<file path="src/rtl/logo_motion_ctrl.sv">
// Bouncing-logo motion controller: once per frame it applies host settings, steps the
// logo position with wall bounce, and optionally advances the logo colour through a palette.
module logo_motion_ctrl #(
   parameter int VIEW_X_SIZE = 640,
   parameter int VIEW_Y_SIZE = 480,
   parameter int LOGO_X_SIZE = 256,
   parameter int LOGO_Y_SIZE = 148
) (
   input  logic        clock,
   input  logic        reset,
   input  logic        frame_begin,
   input  logic        cfg_write,
   input  logic [2:0]  cfg_addr,
   input  logic [23:0] cfg_data,
   output logic        cfg_ready,
   output logic [9:0]  pos_x,
   output logic [8:0]  pos_y,
   output logic [23:0] logo_color,
   output logic        bounce,
   output logic        frame_overrun
);

   localparam logic [10:0] X_MIN = 11'd1;
   localparam logic [10:0] X_MAX = 11'(VIEW_X_SIZE - LOGO_X_SIZE - 2);
   localparam logic [10:0] Y_MIN = 11'd1;
   localparam logic [10:0] Y_MAX = 11'(VIEW_Y_SIZE - LOGO_Y_SIZE - 2);

   typedef enum logic [1:0] {IDLE, APPLY, MOVE, COLOR} state_t;

   state_t      state_q, state_d;
   logic        inApply, inMove, inColor;
   logic        cfgAccept, wrCtrl, wrPos, wrPalette;
   logic [1:0]  palWrIdx;

   logic        shRun_q, shColorOnBounce_q, shValid_q;
   logic [2:0]  shSpeedX_q, shSpeedY_q;
   logic [9:0]  shPosX_q;
   logic [8:0]  shPosY_q;

   logic        run_q, colorOnBounce_q;
   logic [2:0]  speedX_q, speedY_q;

   logic [9:0]  workX_q, workX_d;
   logic [8:0]  workY_q, workY_d;
   logic        dirX_q, dirX_d, dirY_q, dirY_d;
   logic        hit_q, hit_d;
   logic [12:0] stepX, stepY;
   logic [10:0] loadX, loadY;
   logic        unusedBits;

   logic [23:0] palette_q [4];
   logic [1:0]  idx_q;
   logic        upd_q;

   // One axis step; direction 1 means travelling toward MIN. Returns {hit, dir, pos}.
   function automatic logic [12:0] axisStep(input logic [10:0] pos, input logic dirNeg,
                                            input logic [2:0] spd, input logic [10:0] lo,
                                            input logic [10:0] hi);
      logic [10:0] s11;
      logic [10:0] sum;
      s11 = {8'd0, spd};
      sum = pos + s11;
      axisStep = {1'b0, dirNeg, pos};
      if (spd != 3'd0) begin
         if (!dirNeg) begin
            if (sum >= hi) axisStep = {1'b1, 1'b1, hi};
            else           axisStep = {1'b0, 1'b0, sum};
         end else begin
            if (pos <= lo + s11) axisStep = {1'b1, 1'b0, lo};
            else                 axisStep = {1'b0, 1'b1, pos - s11};
         end
      end
   endfunction

   function automatic logic [10:0] clampAxis(input logic [10:0] v, input logic [10:0] lo,
                                             input logic [10:0] hi);
      if (v < lo)      clampAxis = lo;
      else if (v > hi) clampAxis = hi;
      else             clampAxis = v;
   endfunction

   // Frame sequencer state register
   always_ff @(posedge clock or posedge reset) begin
      if (reset) state_q <= IDLE;
      else       state_q <= state_d;
   end

   // Each non-idle step lasts one cycle; only a strobe seen in IDLE starts a frame
   always_comb begin
      state_d = state_q;
      case (state_q)
         IDLE:  if (frame_begin) state_d = APPLY;
         APPLY: state_d = MOVE;
         MOVE:  state_d = COLOR;
         COLOR: state_d = IDLE;
      endcase
   end

   always_comb begin
      cfg_ready = 1'b0;
      inApply   = 1'b0;
      inMove    = 1'b0;
      inColor   = 1'b0;
      case (state_q)
         IDLE:  cfg_ready = 1'b1;
         APPLY: inApply   = 1'b1;
         MOVE:  inMove    = 1'b1;
         COLOR: inColor   = 1'b1;
      endcase
   end

   assign cfgAccept = cfg_write & cfg_ready;
   assign wrCtrl    = cfgAccept && (cfg_addr == 3'd0);
   assign wrPos     = cfgAccept && (cfg_addr == 3'd1);
   assign wrPalette = cfgAccept && (cfg_addr >= 3'd2) && (cfg_addr <= 3'd5);
   assign palWrIdx  = cfg_addr[1:0] - 2'd2;

   // Shadow copies of CTRL and POS_LOAD; the pending load is consumed in APPLY
   always_ff @(posedge clock or posedge reset) begin
      if (reset) begin
         shRun_q           <= 1'b0;
         shSpeedX_q        <= 3'd1;
         shSpeedY_q        <= 3'd1;
         shColorOnBounce_q <= 1'b1;
         shPosX_q          <= 10'd0;
         shPosY_q          <= 9'd0;
         shValid_q         <= 1'b0;
      end else begin
         if (wrCtrl) begin
            shRun_q           <= cfg_data[0];
            shSpeedX_q        <= cfg_data[3:1];
            shSpeedY_q        <= cfg_data[6:4];
            shColorOnBounce_q <= cfg_data[7];
         end
         if (wrPos) begin
            shPosX_q  <= cfg_data[9:0];
            shPosY_q  <= cfg_data[18:10];
            shValid_q <= cfg_data[19];
         end else if (inApply) begin
            shValid_q <= 1'b0;
         end
      end
   end

   always_ff @(posedge clock or posedge reset) begin
      if (reset) begin
         palette_q[0] <= 24'hFFFFFF;
         palette_q[1] <= 24'hFF0000;
         palette_q[2] <= 24'h00FF00;
         palette_q[3] <= 24'h0000FF;
      end else if (wrPalette) begin
         palette_q[palWrIdx] <= cfg_data;
      end
   end

   always_ff @(posedge clock or posedge reset) begin
      if (reset) begin
         run_q           <= 1'b0;
         speedX_q        <= 3'd1;
         speedY_q        <= 3'd1;
         colorOnBounce_q <= 1'b1;
      end else if (inApply) begin
         run_q           <= shRun_q;
         speedX_q        <= shSpeedX_q;
         speedY_q        <= shSpeedY_q;
         colorOnBounce_q <= shColorOnBounce_q;
      end
   end

   // Working position: loaded (clamped) in APPLY, stepped in MOVE; 11-bit math avoids wrap
   always_comb begin
      stepX   = axisStep({1'b0, workX_q}, dirX_q, speedX_q, X_MIN, X_MAX);
      stepY   = axisStep({2'b00, workY_q}, dirY_q, speedY_q, Y_MIN, Y_MAX);
      loadX   = clampAxis({1'b0, shPosX_q}, X_MIN, X_MAX);
      loadY   = clampAxis({2'b00, shPosY_q}, Y_MIN, Y_MAX);
      workX_d = workX_q;
      workY_d = workY_q;
      dirX_d  = dirX_q;
      dirY_d  = dirY_q;
      hit_d   = hit_q;
      if (inApply) begin
         hit_d = 1'b0;
         if (shValid_q) begin
            workX_d = loadX[9:0];
            workY_d = loadY[8:0];
         end
      end else if (inMove && run_q) begin
         workX_d = stepX[9:0];
         workY_d = stepY[8:0];
         dirX_d  = stepX[11];
         dirY_d  = stepY[11];
         hit_d   = stepX[12] | stepY[12];
      end
   end

   assign unusedBits = ^{stepX[10], stepY[10:9], loadX[10], loadY[10:9]};

   always_ff @(posedge clock or posedge reset) begin
      if (reset) begin
         workX_q <= 10'd1;
         workY_q <= 9'd1;
         dirX_q  <= 1'b0;
         dirY_q  <= 1'b0;
         hit_q   <= 1'b0;
      end else begin
         workX_q <= workX_d;
         workY_q <= workY_d;
         dirX_q  <= dirX_d;
         dirY_q  <= dirY_d;
         hit_q   <= hit_d;
      end
   end

   // A corner hit sets the single hit flag, so the palette advances at most once per frame
   always_ff @(posedge clock or posedge reset) begin
      if (reset) begin
         idx_q <= 2'd0;
         upd_q <= 1'b0;
      end else begin
         if (inColor && hit_q && colorOnBounce_q) idx_q <= idx_q + 2'd1;
         upd_q <= inColor;
      end
   end

   // Visible outputs all change on the same edge, four edges after the accepted strobe
   always_ff @(posedge clock or posedge reset) begin
      if (reset) begin
         pos_x      <= 10'd1;
         pos_y      <= 9'd1;
         logo_color <= 24'hFFFFFF;
         bounce     <= 1'b0;
      end else if (upd_q) begin
         pos_x      <= workX_q;
         pos_y      <= workY_q;
         logo_color <= palette_q[idx_q];
         bounce     <= hit_q;
      end else begin
         bounce     <= 1'b0;
      end
   end

   always_ff @(posedge clock or posedge reset) begin
      if (reset)                          frame_overrun <= 1'b0;
      else if (frame_begin && !cfg_ready) frame_overrun <= 1'b1;
      else if (wrCtrl && cfg_data[8])     frame_overrun <= 1'b0;
   end

endmodule
</file>
<file path="config.mk">
export PLATFORM = sky130hd
export DESIGN_NAME = logo_motion_ctrl
export DESIGN_NICKNAME = d
export VERILOG_FILES = /design/src/rtl/logo_motion_ctrl.sv
export SDC_FILE = /design/constraint.sdc
export NUM_CORES = 1
export LEC_CHECK = 0
export ABC_CLOCK_PERIOD_IN_PS = 9200
export CAP_MARGIN = 20
export CORE_ASPECT_RATIO = 0.7
export CORE_MARGIN = 2
export CORE_UTILIZATION = 40
export CTS_CLUSTER_SIZE = 16
export DETAILED_ROUTE_END_ITERATION = 8
export PLACE_DENSITY = 0.61
export SYNTH_ARGS = -nofsm -noshare
export SYNTH_HDL_FRONTEND = slang
export SYNTH_SLANG_ARGS = --single-unit
export TNS_END_PERCENT = 30
</file>
<file path="constraint.sdc">
create_clock -name clock -period 9.2 [get_ports clock]
set_input_delay 1.38 -clock clock [delete_from_list [all_inputs] [get_ports clock]]
set_output_delay 1.38 -clock clock [all_outputs]
set_load 0.01 [all_outputs]
</file>
* Word-level counts from Yosys, hierarchy flattened *
Index checks and enable logic that the tools add are counted.

storage, ports and cells
  register bits after elaboration = 204
  bits of input ports = 31
  output and inout bits = 46
  logic and storage cells = 121

cells by class
  $add $sub $neg = 8
  $lt $le $gt $ge = 13
  eq/ne operators = 6
  mux-type cells = 37
  bitwise operators = 5
  reductions and logical operators = 24

operator list
  operator               number
  $mux W13               8
  $bwmux W96             1
  $mux W24               3
  $mux W10               5
  $bmux W24 S2           1
  $demux W24 S2          1
  $mux W9                5
  $reduce_and A3 Y1      4
  $add A10 B3 Y11        1
  $ge A11 B9 Y1 const B  1
  $mux W1                11
  $sub A10 B3 Y11        1
  $add A9 B3 Y10         1
  $ge A10 B9 Y1 const B  1
  $gt A10 B9 Y1 const B  1
  $le A10 B4 Y1          1
  $logic_and A1 B1 Y1    10
  $lt A10 B1 Y1 const B  1
  $reduce_bool A2 Y1     5
  $sub A9 B3 Y10         1
  $gt A9 B9 Y1 const B   1
  $le A9 B4 Y1           1
  $lt A9 B1 Y1 const B   1
  $add A1 B3 Y4 const A  2
  21 further kinds       25

* Depth between registers and ports, before layout *
Gate-level depths: netlist (run 1).

  depth after elaboration = 8
  depth in mapped cells = 10
  gate-level depth less buffers = 10

* Least setup slack after synthesis (run 1) *
Ideal clock, no wire load.

  path kind = input -> register
  start point = input cfg_write
  end point = register palette_q[24] (netlist bit)
  library setup time = 0.125 ns
  data arrival time = 2.761 ns
  data required time = 9.075 ns
  path slack = 6.314 ns
  stages = 6
  path buffers = 2
  path through = nand2_1 -> nor3b_1 -> nor2b_1 -> clkbuf_1 -> clkbuf_1 -> mux2_2

between the ends
  longest elaborated chain between the ends = 3

RTL lines
  what                              line  RTL
  start, declared                   12    input logic cfg_write,
  $and A1 B1 Y1                     112   assign cfgAccept = cfg_write & cfg_ready;
  $logic_and A1 B1 Y1 (2 in a row)  115   assign wrPalette = cfgAccept && (cfg_addr >= 3'd2) && (cfg_addr <= 3'd5);
  end signal, assigned by index     152   palette_q[palWrIdx] <= cfg_data;
  end, declared                     51    logic [23:0] palette_q [4];

Every way passes these cells.
A chain may end at the register's enable or synchronous reset.

* Final worst setup path (run 1) *
  start point = register state_q[1]
  end point = output cfg_ready

between the ends
  longest elaborated chain between the ends = 2

RTL lines
  what                    line  RTL
  start, declared         30    state_t state_q, state_d;
  start signal, assigned  85    else state_q <= state_d;
  $logic_not A2 Y1        104   case (state_q)
  $mux W1                 104
  end, declared           15    output logic cfg_ready,

Every way passes these cells.

==> flow_summary.yaml, run 1 <==
clocking:
  cts_root_buffer: "clkbuf_16"
  post_cts_buffers: 0
  htreeDepth: 1
  clkTransAtPathRegs_ns: 0.07
  clock_latency_ns: 0.50
  clock-sinks: 204
  cts_made_buffers: 21
  cts_tree: "done"
  ctsHoldBuffers: 0
  cts.path.max_buffers: 3
  cts_resized: 0
synthesis:
  ys.warnings.count: 0
  synthesis.area_um2: 10400
  synth_compound_area_share_pct: 10.0
  synth-simple-area-share_pct: 8.39
  synthCells: 834
  synth_ff_type: "dfrtp_1"
  yosys-mux-area-fraction_pct: 23.3
  synth.avg_cell_area_um2: 12.5
  async_reset_ff_share_pct: 100
  synth_edf_count: 0
  syn_nets: 897
  synth_seq_cells: 204
  synth-xor-area-share_pct: 1.26
  synth_top_family_by_area: "multiplexers"
  ys_types: 80
  ys_seq_area_share_pct: 50.0
  synthAdderAreaFrac_pct: 4.13
layout:
  syn_to_final_growth_pct: 17.2
  design_area_um2: 12200
  antenna_cells: 0
  layout.cells.non_filler: 1240
  fin_nets: 958
  final.fill_count: 2343
  drive_gt1_share_pct: 37.3
sta:
  finalWorstSetupSlack_ns: 5.88
  worst_hold_slack_ns: 0.483
  setup_tns_ns: 0
  period_share_pct: 36.1
  finalCriticalPeriod_ns: 3.32
  final_max_slew_viol_count: 0
  hold_viol: 0
  max_freq_ghz: 0.301
  setup_viol: 0
  slew-limit-headroom_pct: 35.9
  tightest_slew_ns: 0.962
  fin_skew_ns: 0.0128
  rsz0062_at_grt: "false"
floorplan:
  design.core.area_um2: 25600
  rows: 49
  die_area_um2: 27400
  die_x_um: 197
  io_pins: 77
  die_y_um: 139
  initial_utilization_pct: 40.7
place:
  post_dp_cell_area_um2: 11500
  gp_congestion: 0.885
  place_hpwl_mm: 16.6
  dp_cells: 1203
  dp_slack_ns: 5.67
  io_buffer_count: 76
critical_path:
  crit_type: "register to primary output"
  r2r_slack_ns: 6.08
  startpoint_type: "register"
  cp_max_fo: 5
  worstPathRequired_ns: 7.82
  endpoint_kind: "primary output"
  cp.arrival_ns: 1.94
pwr:
  seq_power_share_pct: 41.7
  power.leakage_nw: 4.93
  power.share.switching_pct: 34.0
  max-vdd-ir-drop_v: 0.000204
  p_int_mw: 2.78
  switching_power_mw: 1.43
  p_clk_share_pct: 21.2
  combPwrFrac_pct: 37.1
  p_per_area_nw_per_um2: 345
drt:
  num_vias: 6954
  final_antenna_net_count: 0
  wl_mm: 24.6
  firstDrtPassIters: 5
  drc: 0
  dr.first_iter.drc_count: 510
  viasPerCell: 5.61
  routedWlPerCell_um: 19.8
job:
  drv_cap: 0
global_route:
  grt_pass1_vias: 6861
  grt_max_degree: 138
  grt-ovfl-total: 0
  antenna_found_initial: 1
  track_usage_pct: 18.3
  grt_pass1_wl_mm: 39.9
run_status:
  outcome: "finished clean"
min_path:
  hold_class: "register to register"
-- cell usage in the layout (no fill, tap or decap), types with 8 or more instances in the layout --
cell type          n
mux2_2           167
dfrtp_1          120
dfstp_2           82
clkdlybuf4s50_1   76
nand2_1           44
o21ai_0           35
nor2_1            34
inv_1             29
ha_1              28
mux4_2            24
a21oi_1           21
clkbuf_16         21
o211ai_1          14
nand4_1           12
xnor2_1           11
nor3_1            11
nand3_1           10
a31oi_1            9
nand2b_1           8
buf_4              8
-- per-stage QoR --
step                util [%]  power (mW)
floorplan                  -        2.80
global placement        44.9        3.30
detailed placement      44.9        3.33
CTS                     47.6        4.24
global route            47.6        4.48
finish                  47.6        4.22
-- cells in the mapped netlist (7+ instances only) --
master | n | area [µm²]
o211ai_1 | 14 | 105
nand2b_1 | 8 | 50.1
mux2_2 | 167 | 1880
mux4_2 | 24 | 541
nor2_1 | 36 | 135
nand2_1 | 44 | 165
clkbuf_1 | 40 | 150
dfrtp_1 | 122 | 3050
ha_1 | 28 | 350
xnor2_1 | 11 | 96.3
nor3_1 | 11 | 55.1
o21ai_0 | 35 | 175
a31oi_1 | 9 | 56.3
nand3_1 | 11 | 55.1
nand4_1 | 12 | 75.1
nor2b_1 | 7 | 43.8
a21oi_1 | 21 | 105
dfstp_2 | 82 | 2150
inv_1 | 30 | 113
-- cells by family (layout without fill, tap and decap cells) --
group | count (synthesis) | count (layout)
fa+ha+maj | 32 | 32
xor+xnor | 15 | 15
mux | 192 | 192
simple gates | 167 | 167
flops | 204 | 204
compound gates | 148 | 148
buf+inv | 76 | 151
-- final timing paths --
kind / start / end / depth (start not counted)
worst min register to register: shSpeedX_q[1] / speedX_q[1] / 2
worst min-delay path: shSpeedX_q[1] / speedX_q[1] / 2
worst max register to register: speedY_q[0] / workY_q[0] / 9
max in group asynchronous: reset / palette_q[13] / 3
worst max-delay path: state_q[1] / cfg_ready / 3
min in group asynchronous: reset / bounce / 2
-- cell type report --
cell class                 instances  area [µm²]  share of cell area [%]
sequential                       204        5210                    42.7
clock buffer                      31         603                    4.94
clock inverter                     6         109                   0.892
tap                              331         414                    3.39
multi-input combinational        554        4930                    40.4
timing repair buffer              84         821                    6.72
inverter                          30         120                   0.984
-- worst max-delay path: stages, from the launching register on --
cell and delay (ns):
dfrtp_1 0.39, inv_1 0.12, ha_1 0.33, clkdlybuf4s50_1 0.60
-- metal layers --
metal / wire, µm / track usage, %
met2: 10100 / 25.2
met3: 1090 / 3.04
met5: 11 / 0
met1: 13100 / 30.1
met4: 364 / 3.17
-- sequential cells by signal, summed over array words and instances (netlist names), 3 cells and up --
register	count
palette_q	96
logo_color	24
pos_x	10
shPosX_q	10
workX_q	10
pos_y	9
shPosY_q	9
workY_q	9
shSpeedX_q	3
shSpeedY_q	3
speedX_q	3
speedY_q	3
-- power groups by stage --
stage | sequential, mW | clock (mW) | combinational [mW]
3_5_place_dp | 1.77 | 0 | 1.56
4_1_cts | 1.75 | 0.917 | 1.57
3_3_place_gp | 1.76 | 0 | 1.54
6_report | 1.76 | 0.895 | 1.56
2_1_floorplan | 1.62 | 0 | 1.18
5_1_grt | 1.82 | 0.956 | 1.71
Power figures use the tool's default switching activity.
==> run 2: changes to the inputs <==
- ABC_CLOCK_PERIOD_IN_PS: 9200 -> 3300
- clock period: 9.2 -> 3.3 ns (I/O delays scaled with it)
==> flow_summary.yaml, run 2 (same netlist as run 1, synthesis figures left out) <==
layout:
  regMostFlops: "palette_q"
  multiInputGateArea_um2: 4920
  final_cell_mix: "mux2_2, dfrtp_1, dfstp_2, clkdlybuf4s50_1, nand2_1"
  final_common_cell: "mux2_2"
  regArea_um2: 5210
  fin_util_pct: 48.1
  largestRegisters: "palette_q x96, logo_color x24"
  largest_reg_flops: 96
  fin_nets: 974
  drive_gt1_share_pct: 38.0
  syn_to_final_growth_pct: 18.3
  antenna_cells: 0
  final.fill_count: 2289
sta:
  hold_viol: 0
  tightest_slew_ns: 0.705
  rsz0062_at_grt: "false"
  final_max_slew_viol_count: 0
  finalWorstSetupSlack_ns: 0.251
  setup_viol: 0
  finalCriticalPeriod_ns: 3.05
  max_freq_ghz: 0.328
  fin_skew_ns: 0.0169
  setup_tns_ns: 0
  period_share_pct: 92.4
  slew-limit-headroom_pct: 51.8
floorplan:
  initial_utilization_pct: 40.7
  die_x_um: 197
  design.core.area_um2: 25600
  die_y_um: 139
  die_area_um2: 27400
  rows: 49
  io_pins: 77
global_route:
  track_usage_pct: 18.3
  grt-ovfl-total: 0
  grt_max_degree: 59
  antenna_found_initial: 0
  grt_pass1_wl_mm: 40.3
  grt_pass1_vias: 7158
min_path:
  hold_class: "input pin to async pin"
drt:
  viasPerCell: 5.65
  num_vias: 7107
  firstDrtPassIters: 5
  final_antenna_net_count: 0
  wl_mm: 24.6
  drc: 0
  routedWlPerCell_um: 19.6
  dr.first_iter.drc_count: 465
critical_path:
  worstPathCellList: "ha_1 > inv_1 > fa_1 > o21bai_1 > and2_1 > xnor2_1 > a32o_1 > a221oi_1 > o221ai_1"
  cp_max_fo: 9
  crit_family: "compound AO/OA/AOI/OAI gates"
  worstPathRequired_ns: 3.68
  crit_buf_inv: 1
  critPathSlowestCell: "dfstp_2"
  crit_type: "register to register"
  cp.arrival_ns: 3.43
  startpoint_type: "register"
  cpPeakStageDelay_ns: 0.57
  endpoint_kind: "register"
run_status:
  outcome: "finished clean"
clocking:
  clock-sinks: 204
  cts_made_buffers: 22
  cts_tree: "done"
  post_cts_buffers: 0
  cts_resized: 0
  ctsHoldBuffers: 0
  clkTransAtPathRegs_ns: 0.06
  cts_root_buffer: "clkbuf_16"
  clock_latency_ns: 0.52
  cts.path.max_buffers: 3
  htreeDepth: 1
place:
  io_buffer_count: 76
  dp_slack_ns: 0.308
  place_hpwl_mm: 17.2
  gp_congestion: 0.890
pwr:
  max-vdd-ir-drop_v: 0.000464
  p_per_area_nw_per_um2: 946
  power.leakage_nw: 5.00
job:
  drv_cap: 0
-- run 2: cell types whose count changed in the layout (fill, tap and decap cells not counted), sizes merged --
cell / delta
clkinv: +1
inv: -1
clkinvlp: +2
bufinv: -3
buf: +15
clkbuf: +4
-- run 2: path summary, 6_finish.rpt --
kind | from | to | slack (ns) | depth (start not counted)
worst max-delay path | speedX_q[0] | workX_q[1] | 0.25 | 9
worst min-delay path | reset | palette_q[50] | 0.45 | 2
worst max register to register | speedX_q[0] | workX_q[1] | 0.25 | 9
worst min register to register | shSpeedX_q[2] | speedX_q[2] | 0.49 | 2
max in group asynchronous | reset | palette_q[39] | 2.06 | 3
min in group clock | shSpeedX_q[2] | speedX_q[2] | 0.49 | 2
-- run 2: power by group --
part,internal (mW),leakage [nW],switching [mW]
Combinational,2.40,2.26,2.12
Sequential,3.91,2.41,0.868
Clock,1.32,0.328,1.03
-- run 2: per-layer routing --
metal / share of wire (%) / vias to the layer above / track usage, %
met1: 51 / 3627 / 28.6
met5: 0 / - / 0
met2: 42 / 201 / 26.6
li1: - / 3251 / -
met3: 5.8 / 28 / 3.70
met4: 1.4 / 0 / 2.93
-- run 2: worst register-to-register path: stages, from the launching register on --
cell and delay, ns:
dfstp_2 0.57, ha_1 0.17, inv_1 0.05, fa_1 0.47, o21bai_1 0.43, and2_1 0.27, xnor2_1 0.08, a32o_1 0.37
a221oi_1 0.35, o221ai_1 0.16
-- run 2: final cells by class --
type	count	share of cell area, %
inverter	30	0.944
clock inverter	5	0.457
clock buffer	35	5.10
multi-input combinational	554	39.9
timing repair buffer	99	7.98
tap	331	3.36
sequential	204	42.3
-- run 2: per-stage QoR --
step | cells | instance area, µm² | total power [mW] | hold slack [ns]
floorplan | 834 | 10400 | 7.81 | 0.446
global placement | 1218 | 11600 | 9.23 | 0.463
finish | 1258 | 12300 | 11.7 | 0.453
global route | 1258 | 12300 | 12.5 | 0.504
CTS | 1258 | 12300 | 11.7 | 0.445
detailed placement | 1218 | 11600 | 9.32 | 0.470
==> run 3: changes to the inputs <==
- SKIP_CTS_REPAIR_TIMING: unset -> 1
==> results of run 3 <==
Same layout as run 2: the final DEF is identical, and so are final timing and power.
==> RTL change 1: new RTL, config.mk and constraints of run 2 <==
Reset style: synchronous (`reset`), changed in 8 clocked blocks.
--- a/src/rtl/logo_motion_ctrl.sv
+++ b/src/rtl/logo_motion_ctrl.sv
@@ -80,7 +80,7 @@
    endfunction
 
    // Frame sequencer state register
-   always_ff @(posedge clock or posedge reset) begin
+   always_ff @(posedge clock) begin
       if (reset) state_q <= IDLE;
       else       state_q <= state_d;
    end
@@ -116,7 +116,7 @@
    assign palWrIdx  = cfg_addr[1:0] - 2'd2;
 
    // Shadow copies of CTRL and POS_LOAD; the pending load is consumed in APPLY
-   always_ff @(posedge clock or posedge reset) begin
+   always_ff @(posedge clock) begin
       if (reset) begin
          shRun_q           <= 1'b0;
          shSpeedX_q        <= 3'd1;
@@ -142,7 +142,7 @@
       end
    end
 
-   always_ff @(posedge clock or posedge reset) begin
+   always_ff @(posedge clock) begin
       if (reset) begin
          palette_q[0] <= 24'hFFFFFF;
          palette_q[1] <= 24'hFF0000;
@@ -153,7 +153,7 @@
       end
    end
 
-   always_ff @(posedge clock or posedge reset) begin
+   always_ff @(posedge clock) begin
       if (reset) begin
          run_q           <= 1'b0;
          speedX_q        <= 3'd1;
@@ -195,7 +195,7 @@
 
    assign unusedBits = ^{stepX[10], stepY[10:9], loadX[10], loadY[10:9]};
 
-   always_ff @(posedge clock or posedge reset) begin
+   always_ff @(posedge clock) begin
       if (reset) begin
          workX_q <= 10'd1;
          workY_q <= 9'd1;
@@ -212,7 +212,7 @@
    end
 
    // A corner hit sets the single hit flag, so the palette advances at most once per frame
-   always_ff @(posedge clock or posedge reset) begin
+   always_ff @(posedge clock) begin
       if (reset) begin
          idx_q <= 2'd0;
          upd_q <= 1'b0;
@@ -223,7 +223,7 @@
    end
 
    // Visible outputs all change on the same edge, four edges after the accepted strobe
-   always_ff @(posedge clock or posedge reset) begin
+   always_ff @(posedge clock) begin
       if (reset) begin
          pos_x      <= 10'd1;
          pos_y      <= 9'd1;
@@ -239,7 +239,7 @@
       end
    end
 
-   always_ff @(posedge clock or posedge reset) begin
+   always_ff @(posedge clock) begin
       if (reset)                          frame_overrun <= 1'b0;
       else if (frame_begin && !cfg_ready) frame_overrun <= 1'b1;
       else if (wrCtrl && cfg_data[8])     frame_overrun <= 1'b0;
Behaviour: differs if reset is asserted again (counterexample within 4 cycles, from zero or initial values and one cycle with reset high); with reset held inactive, the same outputs for 4 cycles.
==> RTL change 1 against run 2 <==
Global-route usage rose by 1.8 points; cell area fell by 3.0%; count of clock-buffer cells in the layout decreased by 4; sequential cell count stayed put; worst hold slack better by 0.016 ns; setup slack gained 0.017 ns; synthesized area is 4.3% lower; non-clock buffer count grew 11; routed wire length up 4.2%; sequential share of layout area barely moved; critical endpoint is now workY_q[3]; largest cell class unchanged.
Power is not compared: it rests on default switching activity, and its combinational part moved more than twofold at a synthesized area within 25%.
==> RTL change 1: results (changes against run 2) <==
| Metric | Value |
|---|---|
| Synth Area in Adders | `0.0431 (was 0.0413)` |
| Largest net degree at the start of global routing | `75 (was 59)` |
| Layout cells sized above 1 | `0.103 (was 0.380)` |
| Syn nets | `1008 (was 897)` |
| Layout fillers | `2226 (was 2289)` |
| Multiplexer area fraction after synthesis | `0.116 (was 0.233)` |
| HPWL after detailed placement | `17400 um (was 17200 um)` |
| First-pass GRT wire length | `40900 um (was 40300 um)` |
| Final net count | `1079 (was 974)` |
| Drt via density | `5.39 (was 5.65)` |
| Outcome | `complete, no violations (unchanged)` |
| XOR/XNOR share of the synthesized area | `0.0211 (was 0.0126)` |
| DR iter-0 viols | `661 (was 465)` |
| Critical path's slowest cell | `fa_1 (was dfstp_2)` |
| Number of global-route vias before repair | `7114 (was 7158)` |
| Max incr delay on CP | `0.45 ns (was 0.57 ns)` |
| Total wire length | `25700 um (was 24600 um)` |
| Worst hold path type | `reg -> reg (was in -> async)` |
| Crit path DAT | `3.44 ns (was 3.43 ns)` |
| Top cells by area, synth | `edfxtp_1 (29%), dfxtp_1 (22%), mux2i_1 (6.0%) (was dfrtp_1 (29%), dfstp_2 (21%), mux2_2 (18%))` |
| Async SR Flop Fraction | `0 (was 1.00)` |
| Post-synth top cells | `dfxtp_1 (108), edfxtp_1 (96), nand2_1 (93), nor2_1 (64), mux2i_1 (60) (was mux2_2 (167), dfrtp_1 (122), dfstp_2 (82), nand2_1 (44), clkbuf_1 (40))` |
| Post-placement cell area | `11200 sq um (was 11600 sq um)` |
| Maximum clock skew at final layout | `0.0136 ns (was 0.0169 ns)` |
| Compound-Gate Fraction of Synth Area | `0.101 (was 0.100)` |
| GRT Overall Usage | `0.202 (was 0.183)` |
| EDFF count, synth | `96 (was 0)` |
| Seq/Total Area, Yosys | `0.506 (was 0.500)` |
| Max FO, Critical Path | `6 (was 9)` |
| GP Congestion | `0.905 (was 0.890)` |
RTL change 1: final timing paths:
kind	depth (start not counted)	to	startpoint	slack, ns
worst max-delay path	10	workY_q[3]	workY_q[0]	0.27
worst min-delay path	2	logo_color[23]	logo_color[23]	0.47
worst max register to register	10	workY_q[3]	workY_q[0]	0.27
worst min register to register	2	logo_color[23]	logo_color[23]	0.47
RTL change 1: layer usage:
| layer | track usage | part of all wire | vias up |
|---|---|---|---|
| met2 | 0.305 | 0.43 | 187 |
| met1 | 0.308 | 0.51 | 3555 |
| met4 | 0.0394 | 0.016 | 0 |
| met3 | 0.0274 | 0.046 | 30 |
| li1 | - | - | 3547 |
| met5 | 0 | 0 | - |
RTL change 1: area by class of cell:
cell class / count / area, sq um / share of cell area
sequential: 204 / 5050 / 0.422
multi-input combinational: 643 / 4570 / 0.382
timing repair buffer: 110 / 1020 / 0.0856
clock buffer: 31 / 616 / 0.0515
tap: 325 / 407 / 0.0340
clock inverter: 9 / 164 / 0.0137
inverter: 35 / 131 / 0.0110
RTL change 1: power groups by stage:
stage | combinational (uW) | clock (uW) | sequential (uW)
2_1_floorplan | 568 | 0 | 2850
3_3_place_gp | 903 | 0 | 2880
3_5_place_dp | 900 | 0 | 2880
4_1_cts | 907 | 2720 | 2830
5_1_grt | 1000 | 2820 | 2840
6_report | 908 | 2660 | 2830
RTL change 1: per-stage QoR:
step / setup slack (ns) / utilization / instances
after floorplan: 0.121 / - / 945
final: 0.268 / 0.487 / 1357
after global placement: 0.410 / 0.455 / 1317
after detailed placement: 0.295 / 0.455 / 1317
after CTS: 0.283 / 0.487 / 1357
after global routing: 0.00263 / 0.487 / 1357
==> RTL change 2: new RTL, flow settings as in run 2 <==
Made on the original files. `LOGO_Y_SIZE`: 148 -> 111.
--- a/src/rtl/logo_motion_ctrl.sv
+++ b/src/rtl/logo_motion_ctrl.sv
@@ -4,7 +4,7 @@
    parameter int VIEW_X_SIZE = 640,
    parameter int VIEW_Y_SIZE = 480,
    parameter int LOGO_X_SIZE = 256,
-   parameter int LOGO_Y_SIZE = 148
+   parameter int LOGO_Y_SIZE = 111
 ) (
    input  logic        clock,
    input  logic        reset,
Check against the original RTL: not equivalent (Yosys sat finds a counterexample within 10 cycles, from zero or initial values and one cycle with reset high).
==> RTL change 2 against run 2 <==
Fmax down 1.3%; synthesized area down 2.0%; total power down 0.74%; cell area down 1.8%; global-route usage down 0.20 points; utilization up 0.58 points; setup slack worse by 0.040 ns; die area down 1.9%; routed wire length down 4.4%; sequential cell count unchanged; largest power group unchanged.
==> RTL change 2: results (changes against run 2) <==
| Metric | Value |
|---|---|
| Outcome | `complete, no violations (unchanged)` |
| CTS Buf Count | `21 (was 22)` |
| Synth top area share | `0.299 (was 0.293)` |
| Seq/Total Area, Yosys | `0.510 (was 0.500)` |
| Combinational Power Share | `0.377 (was 0.388)` |
| Layout cells sized above 1 | `0.376 (was 0.380)` |
| Clk Latency, worst-skew pair | `0.50 ns (was 0.52 ns)` |
| Total wire length | `23500 um (was 24600 um)` |
| Top cells by area, synth | `dfrtp_1 (30%), dfstp_2 (21%), mux2_2 (18%) (was dfrtp_1 (29%), dfstp_2 (21%), mux2_2 (18%))` |
| Synth Instances | `814 (was 834)` |
| Max_slew headroom | `0.351 (was 0.518)` |
| DR WL met2 | `9340 um (was 10400 um)` |
| R2R setup slack | `0.21 ns (was 0.25 ns)` |
| First-pass GRT wire length | `38800 um (was 40300 um)` |
| Routing usage on met1 | `0.286 (about the same)` |
| Met3 WL | `1340 um (was 1440 um)` |
| Largest net degree at the start of global routing | `104 (was 59)` |
| Final net count | `956 (was 974)` |
| Number of global-route vias before repair | `6886 (was 7158)` |
| GRT Overall Usage | `0.181 (was 0.183)` |
| Layout fillers | `2234 (was 2289)` |
| Unique cell type count in the Yosys netlist | `66 (was 80)` |
| Leakage power | `0.00499 uW (was 0.00500 uW)` |
| Reg2reg end | `workX_q[4] (was workX_q[1])` |
| GP Congestion | `0.926 (was 0.890)` |
| Maximum clock skew at final layout | `0.00957 ns (was 0.0169 ns)` |
-- RTL change 2: cells by family (layout without fill, tap and decap cells) --
logic type | count (synthesis) | count (layout) | share of synthesized area
flip-flops | 204 | 204 | 0.510
XOR/XNOR | 14 | 14 | 0.0120
AND/OR/NAND/NOR | 166 | 166 | 0.0816
adder cells (fa/ha/maj) | 32 | 32 | 0.0421
multiplexers | 193 | 193 | 0.239
AO/OA/AOI/OAI | 138 | 138 | 0.0893
buffers and inverters | 67 | 161 | 0.0263
-- RTL change 2: final cells by class --
type | instances | area (sq um) | area share
Sequential cell | 204 | 5210 | 0.430
Clock buffer | 31 | 573 | 0.0473
Inverter | 24 | 93.8 | 0.00775
Multi-Input combinational cell | 543 | 4750 | 0.392
Clock inverter | 7 | 88.8 | 0.00734
Timing Repair Buffer | 99 | 983 | 0.0812
Tap cell | 325 | 407 | 0.0336
-- RTL change 2: worst max-delay path by stage --
| stage | cells after the start | to | from | slack [ns] |
|---|---|---|---|---|
| 3_5_place_dp | 11 | workX_q[4] | speedX_q[0] | 0.15 |
| 5_1_grt | 11 | workX_q[4] | speedX_q[0] | 0.02 |
| 3_3_place_gp | 11 | workX_q[4] | speedX_q[0] | 0.22 |
| 2_1_floorplan | 1 | bounce | reset | 0.23 |
| 6_report | 11 | workX_q[4] | speedX_q[0] | 0.21 |
| 4_1_cts | 11 | workX_q[4] | speedX_q[0] | 0.14 |
-- RTL change 2: through the flow --
step,setup WS [ns],hold WS [ns]
2_1_floorplan,0.228,0.445
5_1_grt,0.0235,0.351
6_report,0.211,0.331
3_5_place_dp,0.145,0.480
4_1_cts,0.135,0.328
3_3_place_gp,0.224,0.465
